## config.mk

```make
export PLATFORM = sky130hd
export DESIGN_NAME = tor_network_emu
export DESIGN_NICKNAME = d
export VERILOG_FILES = /design/src/rtl/tor_network_emu_pkg.sv /design/src/rtl/tor_delay_lane.sv /design/src/rtl/tor_network_emu.sv
export SDC_FILE = /design/constraint.sdc
export NUM_CORES = 2
export LEC_CHECK = 0
export BUFFER_PORTS_ARGS = -buffer_cell sky130_fd_sc_hd__buf_2
export CAP_MARGIN = 20
export CORE_ASPECT_RATIO = 0.8
export CORE_MARGIN = 3
export CORE_UTILIZATION = 55
export CTS_CLUSTER_SIZE = 30
export DETAILED_ROUTE_END_ITERATION = 16
export PLACE_DENSITY_LB_ADDON = 0.15
export SLEW_MARGIN = 40
export SYNTH_ARGS = -nofsm -noshare
export SYNTH_HDL_FRONTEND = slang
export SYNTH_HIERARCHICAL = 1
export SYNTH_SLANG_ARGS = --single-unit
```

## constraint.sdc

```tcl
create_clock -name clk -period 17.16 [get_ports clk]
set_clock_uncertainty 0.05 [all_clocks]
set_input_delay 1.716 -clock clk [delete_from_list [all_inputs] [get_ports clk]]
set_output_delay 1.716 -clock clk [all_outputs]
set_load 0.02 [all_outputs]
```

## src/rtl/tor_network_emu_pkg.sv

```systemverilog
// ============================================================================
// Module  : tor_network_emu_pkg
// Purpose : Shared types and width constants for the emulated top-of-rack
//           network (packet type, lane entry layout, default widths).
// Rev     : 1.0  initial release
// ============================================================================
`default_nettype none

package tor_network_emu_pkg;

  // Transport payload carried between the two NICs.
  localparam int TRANSPORT_DATA_WIDTH = 64;

  typedef struct packed {
    logic [TRANSPORT_DATA_WIDTH-1:0] payload;
  } NetworkPacketInternal;

  // Default geometry of one delay lane.
  localparam int DEF_DEPTH = 16;
  localparam int DEF_LAT_W = 10;
  localparam int DEF_TS_W  = 16;
  localparam int DEF_CNT_W = 32;

  // Lane entry at the default widths. The lane builds the same layout from
  // its own parameters so non-default instances stay consistent.
  typedef struct packed {
    NetworkPacketInternal  data;
    logic [DEF_TS_W-1:0]   ts;
    logic [DEF_LAT_W-1:0]  lat;
  } lane_entry_t;

endpackage

`default_nettype wire

```

## src/rtl/tor_delay_lane.sv

```systemverilog
// ============================================================================
// Module  : tor_delay_lane
// Purpose : One direction of the emulated network. Buffers up to DEPTH
//           packets, releases each one a programmable number of cycles after
//           it was accepted (strict FIFO order), drops on full and counts drops.
// Ports   : clk, reset        - clock, synchronous active-high reset
//           now_i             - shared free-running timestamp
//           cfg_latency_i     - target latency, sampled at enqueue
//           tx_i / tx_valid_i - incoming packet and strobe
//           rx_o / rx_valid_o - registered outgoing packet and 1-cycle strobe
//           drop_cnt_o        - saturating drop counter
//           occupancy_o       - current fill level
// Rev     : 1.0  initial release
// ============================================================================
`default_nettype none

module tor_delay_lane
  import tor_network_emu_pkg::*;
#(
  parameter int DEPTH = 16,
  parameter int LAT_W = 10,
  parameter int TS_W  = 16,
  parameter int CNT_W = 32
) (
  input  logic                     clk,
  input  logic                     reset,
  input  logic [TS_W-1:0]          now_i,
  input  logic [LAT_W-1:0]         cfg_latency_i,
  input  NetworkPacketInternal     tx_i,
  input  logic                     tx_valid_i,
  output NetworkPacketInternal     rx_o,
  output logic                     rx_valid_o,
  output logic [CNT_W-1:0]         drop_cnt_o,
  output logic [$clog2(DEPTH):0]   occupancy_o
);

  localparam int             PTR_W    = $clog2(DEPTH);
  localparam logic [PTR_W:0] OCC_FULL = (PTR_W+1)'(DEPTH);

  typedef struct packed {
    NetworkPacketInternal data;
    logic [TS_W-1:0]      ts;
    logic [LAT_W-1:0]     lat;
  } entry_t;

  entry_t               mem_q [DEPTH];
  logic [PTR_W-1:0]     wr_ptr_q;
  logic [PTR_W-1:0]     rd_ptr_q;
  logic [PTR_W:0]       occ_q;
  logic [PTR_W:0]       occ_d;
  NetworkPacketInternal rx_q;
  logic                 rx_valid_q;
  logic [CNT_W-1:0]     drop_q;

  logic                 full;
  logic                 empty;
  logic                 enq;
  logic                 drop;
  logic                 rel;
  logic [LAT_W-1:0]     lat_eff;
  logic [TS_W-1:0]      age;
  logic [TS_W-1:0]      lat_ext;
  entry_t               head;

  // Full is judged on the level before this cycle's release, so an arrival
  // that coincides with a release from a full lane is still dropped.
  assign full    = (occ_q == OCC_FULL);
  assign empty   = (occ_q == '0);
  assign enq     = tx_valid_i && !full;
  assign drop    = tx_valid_i && full;
  assign lat_eff = (cfg_latency_i == '0) ? LAT_W'(1) : cfg_latency_i;

  // ts holds the counter value of the cycle the packet was accepted in, so
  // an age of lat means lat edges have passed since the enqueue edge. The
  // modular subtraction stays correct across a counter wrap because residence
  // time is far below half the counter range.
  assign head    = mem_q[rd_ptr_q];
  assign age     = now_i - head.ts;
  assign lat_ext = TS_W'(head.lat);
  assign rel     = !empty && (age >= lat_ext);

  always_comb begin
    occ_d = occ_q;
    case ({enq, rel})
      2'b10:   occ_d = occ_q + (PTR_W+1)'(1);
      2'b01:   occ_d = occ_q - (PTR_W+1)'(1);
      default: occ_d = occ_q;
    endcase
  end

  // Storage is not reset; pointers and occupancy define what is valid.
  always_ff @(posedge clk) begin
    if (enq) begin
      mem_q[wr_ptr_q] <= '{data: tx_i, ts: now_i, lat: lat_eff};
    end
  end

  always_ff @(posedge clk) begin
    if (reset) begin
      wr_ptr_q   <= '0;
      rd_ptr_q   <= '0;
      occ_q      <= '0;
      rx_q       <= '0;
      rx_valid_q <= 1'b0;
      drop_q     <= '0;
    end else begin
      occ_q      <= occ_d;
      rx_valid_q <= rel;
      if (enq) begin
        wr_ptr_q <= wr_ptr_q + PTR_W'(1);
      end
      if (rel) begin
        rd_ptr_q <= rd_ptr_q + PTR_W'(1);
        rx_q     <= head.data;
      end
      if (drop && (drop_q != '1)) begin
        drop_q <= drop_q + CNT_W'(1);
      end
    end
  end

  assign rx_o        = rx_q;
  assign rx_valid_o  = rx_valid_q;
  assign drop_cnt_o  = drop_q;
  assign occupancy_o = occ_q;

endmodule

`default_nettype wire

```

## src/rtl/tor_network_emu.sv

```systemverilog
// ============================================================================
// Module  : tor_network_emu
// Purpose : Emulated top-of-rack network between two NICs: two independent
//           programmable-latency delay lanes (NIC_0 TX -> NIC_1 RX and
//           NIC_1 TX -> NIC_0 RX) sharing one timestamp counter.
// Ports   : clk, reset                      - network clock, sync reset
//           cfg_latency                     - one-way latency for both lanes
//           nic0_tx_in/_valid_in            - NIC_0 transmit
//           nic1_tx_in/_valid_in            - NIC_1 transmit
//           nic0_rx_out/_valid_out          - delivery to NIC_0
//           nic1_rx_out/_valid_out          - delivery to NIC_1
//           drop_cnt_0to1/_1to0             - saturating drop counters
//           occupancy_0to1/_1to0            - lane fill levels
// Rev     : 1.0  initial release
// ============================================================================
`default_nettype none

module tor_network_emu
  import tor_network_emu_pkg::*;
#(
  parameter int DEPTH = 16,
  parameter int LAT_W = 10,
  parameter int TS_W  = 16,
  parameter int CNT_W = 32
) (
  input  logic                     clk,
  input  logic                     reset,
  input  logic [LAT_W-1:0]         cfg_latency,
  input  NetworkPacketInternal     nic0_tx_in,
  input  logic                     nic0_tx_valid_in,
  input  NetworkPacketInternal     nic1_tx_in,
  input  logic                     nic1_tx_valid_in,
  output NetworkPacketInternal     nic0_rx_out,
  output logic                     nic0_rx_valid_out,
  output NetworkPacketInternal     nic1_rx_out,
  output logic                     nic1_rx_valid_out,
  output logic [CNT_W-1:0]         drop_cnt_0to1,
  output logic [CNT_W-1:0]         drop_cnt_1to0,
  output logic [$clog2(DEPTH):0]   occupancy_0to1,
  output logic [$clog2(DEPTH):0]   occupancy_1to0
);

  logic [TS_W-1:0] now_q;

  always_ff @(posedge clk) begin
    if (reset) begin
      now_q <= '0;
    end else begin
      now_q <= now_q + TS_W'(1);
    end
  end

  tor_delay_lane #(
    .DEPTH (DEPTH),
    .LAT_W (LAT_W),
    .TS_W  (TS_W),
    .CNT_W (CNT_W)
  ) u_lane_0to1 (
    .clk           (clk),
    .reset         (reset),
    .now_i         (now_q),
    .cfg_latency_i (cfg_latency),
    .tx_i          (nic0_tx_in),
    .tx_valid_i    (nic0_tx_valid_in),
    .rx_o          (nic1_rx_out),
    .rx_valid_o    (nic1_rx_valid_out),
    .drop_cnt_o    (drop_cnt_0to1),
    .occupancy_o   (occupancy_0to1)
  );

  tor_delay_lane #(
    .DEPTH (DEPTH),
    .LAT_W (LAT_W),
    .TS_W  (TS_W),
    .CNT_W (CNT_W)
  ) u_lane_1to0 (
    .clk           (clk),
    .reset         (reset),
    .now_i         (now_q),
    .cfg_latency_i (cfg_latency),
    .tx_i          (nic1_tx_in),
    .tx_valid_i    (nic1_tx_valid_in),
    .rx_o          (nic0_rx_out),
    .rx_valid_o    (nic0_rx_valid_out),
    .drop_cnt_o    (drop_cnt_1to0),
    .occupancy_o   (occupancy_1to0)
  );

endmodule

`default_nettype wire

```

==> impl_metrics.py <==
metrics = {
    "placed_design": {
        "globalplace.congestion": 0.793,
        "dp_hpwl_um": 140000,
        "port_buffers": 345,
        "dpl_cell_area_um2": 126000,
        "place_ws_ns": 6.95,
    },
    "worst_setup_path": {
        "crit_arrival_ns": 10.58,
        "crit_slowest_cell": "buf_4",
        "cpPeakStageDelay_ns": 0.60,
        "cp_max_fo": 49,
        "startpoint_type": "register",
        "crit_path_end_kind": "register",
        "cp_common_cell": "ha_1",
        "crit_type": "reg -> reg",
        "cp.required_ns": 17.88,
    },
    "floorplanning": {
        "num_io_pins": 346,
        "fp.dieW_um": 528,
        "die_y_um": 424,
        "floorplan.rows": 152,
        "die_area_um2": 224000,
        "start_util_pct": 55.6,
        "core-area_um2": 216000,
    },
    "clock_tree": {
        "clock_sinks": 3124,
        "cts_hold_buf": 0,
        "worstSkewPairLatency_ns": 0.92,
        "cts_tree": "yes",
        "cts_max_path_buffers": 4,
        "path_clk_slew_ns": 0.06,
        "cts_buffers": 312,
        "postCtsResizedCells": 0,
        "cts_setup_buffers": 0,
        "clock-root-buffer": "clkbuf_16",
        "htreeDepth": 5,
    },
    "final_layout": {
        "final_common_cell": "edfxtp_1",
        "seqCellArea_um2": 91400,
        "final_layout_size_suffix_gt1_share_pct": 29.9,
        "multi_input_area_um2": 27200,
        "layout_common_cells": "2,880 x edfxtp_1, 899 x mux4_2, 344 x buf_2, 323 x nand2_1, 317 x clkbuf_16",
        "fin_nets": 6276,
        "finalInstanceArea_um2": 136000,
        "nFillCells": 14482,
        "syn_to_final_growth_pct": 13.4,
    },
    "routing": {
        "via_count": 58131,
        "viasPerCell": 6.35,
        "wl_um": 272000,
        "antenna_left": 0,
        "drc": 0,
        "dr.pass1.iters": 6,
        "wl_per_cell_um": 29.7,
        "drt_iter0_markers": 6338,
    },
    "logic_synthesis": {
        "netlist_area_um2": 120000,
        "ys_async_sr_fraction_pct": 0,
        "syn_inst": 5554,
        "ys.flop_type": "edfxtp_1",
        "synth.top_cell.area_share_pct": 72.2,
        "yosysUniqueCellTypes": 70,
        "synth_area_leaders": "edfxtp_1 72%, mux4_2 17%, dfxtp_1 4.1%",
        "synth_fp_nets": 5769,
        "synth-edff-count": 2880,
        "ys_warn_count": 6,
        "synth.largest_area_cell": "edfxtp_1",
        "seq_area_frac_synth_pct": 76.2,
        "synth.avg_cell_area_um2": 21.6,
        "ys_seq_elements": 3124,
    },
    "global_routing": {
        "antenna_found_initial": 44,
        "grt_util_met2_pct": 37.3,
        "grt_pass1_wl_um": 404000,
        "grt_busiest_layer": "met1",
        "grt_max_degree": 116,
        "gr-usage-met1_pct": 38.5,
        "overflow": 0,
        "grt_pass1_vias": 58714,
        "grt_use_total_pct": 24.7,
        "use_met3_pct": 4.30,
    },
    "sta": {
        "tns_ns": 0,
        "finalHoldViolCount": 0,
        "fin_ws_ns": 7.30,
        "rsz0062_at_grt": "false",
        "hold_ws_ns": 0.400,
        "slew_viol_final": 0,
        "finalSetupViolCount": 0,
        "fin_crit_ns": 9.86,
        "layout_worst_path_cycle_share_pct": 57.4,
        "max_freq_mhz": 101,
        "slew_headroom_pct": 39.7,
        "worst_slew_pin_slew_ns": 0.904,
    },
    "pwr": {
        "p_leak_nw": 43.4,
        "vdd_ir_drop_max_mv": 0.116,
        "powerDensity_nw_per_um2": 144,
        "power_mw": 19.6,
    },
    "run": {
        "max-cap-violations": 0,
    },
    "worst_hold_path": {
        "min_path_type": "reg -> reg",
    },
    "status": {
        "status": "finished clean",
    },
}
==> flip-flops by register name, indices dropped and copies added, names as in the netlist, named ones only <==
signal,cells
u_lane_0to1/mem_q,1440
u_lane_1to0/mem_q,1440
u_lane_0to1/rx_o,64
u_lane_1to0/rx_o,64
u_lane_0to1/drop_cnt_o,32
u_lane_1to0/drop_cnt_o,32
now_q,16
u_lane_0to1/occupancy_o,5
u_lane_1to0/occupancy_o,5
u_lane_0to1/rd_ptr_q,4
u_lane_0to1/wr_ptr_q,4
u_lane_1to0/rd_ptr_q,4
u_lane_1to0/wr_ptr_q,4
u_lane_0to1/rx_valid_o,1
u_lane_1to0/rx_valid_o,1
==> routing by layer <==
metal	vias up	wire [um]
met5	-	128
met4	18	5590
met3	451	20200
met2	2290	127000
met1	31345	119000
li1	24027	-
==> stage by stage <==
| stage | cells | util (%) |
|---|---|---|
| floorplan | 5554 | - |
| global placement | 8568 | 58.1 |
| detailed placement | 8587 | 58.3 |
| CTS | 9133 | 62.9 |
| global route | 9147 | 63.0 |
| finish | 9155 | 63.0 |
==> path summary, 6_finish.rpt <==
| path | from | to | slack (ns) | cells after the start |
|---|---|---|---|---|
| worst max-delay path | register | u_lane_0to1/occupancy_o[4] | 7.30 | 29 |
| worst min-delay path | u_lane_1to0/rx_o[7] | u_lane_1to0/rx_o[7] | 0.40 | 2 |
| worst max register to register | register | u_lane_0to1/occupancy_o[4] | 7.30 | 29 |
| worst min register to register | u_lane_1to0/rx_o[7] | u_lane_1to0/rx_o[7] | 0.40 | 2 |
==> power by group <==
part / internal [mW] / switching (mW) / total, mW
combinational: 1.94 / 2.25 / 4.19
clock: 3.83 / 2.71 / 6.54
sequential: 8.63 / 0.198 / 8.83
==> kinds of logic (layout without fill, tap and decap cells) <==
kind of cell | count (synthesis) | after routing | synth area share [%]
flops | 3124 | 3124 | 76.2
mux | 919 | 919 | 17.1
simple gates | 665 | 665 | 2.52
buf+inv | 370 | 1109 | 1.24
compound gates | 326 | 326 | 1.58
xor+xnor | 77 | 77 | 0.569
fa+ha+maj | 73 | 73 | 0.775
other cells | 0 | 13 | 0
==> area by class of cell <==
type | instances | share of cell area [%]
repair buffers | 487 | 2.62
well taps | 2849 | 2.62
inverters | 76 | 0.212
multi-input cells | 2060 | 20.1
clock inverters | 106 | 0.751
clock buffers | 440 | 6.44
flip-flops and latches | 3124 | 67.3
diodes | 13 | 0.0239
==> cell usage after synthesis, drive strengths merged, types with 13 or more instances <==
cell type and n:
clkbuf 199, nor2b 15, nand2b 17, ha 71, or3 32, nand4 23, mux4 899, nand2 323
inv 76, nor4 13, nor2 143, nand3 39, xnor2 29, edfxtp 2880, dfxtp 244, buf 95
nor3 23, o21ai 48, a21oi 193, a21o 20, xor2 48
==> worst max-delay path: cells and delay by family, from the launching register on <==
family	cells	cell delay [ns]
compound gates	10	2.67
xor+xnor	2	0.31
fa+ha+maj	4	1.35
buf+inv	5	1.99
flops	1	0.40
mux	3	1.42
simple gates	5	1.42
(Power assumes the default switching activity.)
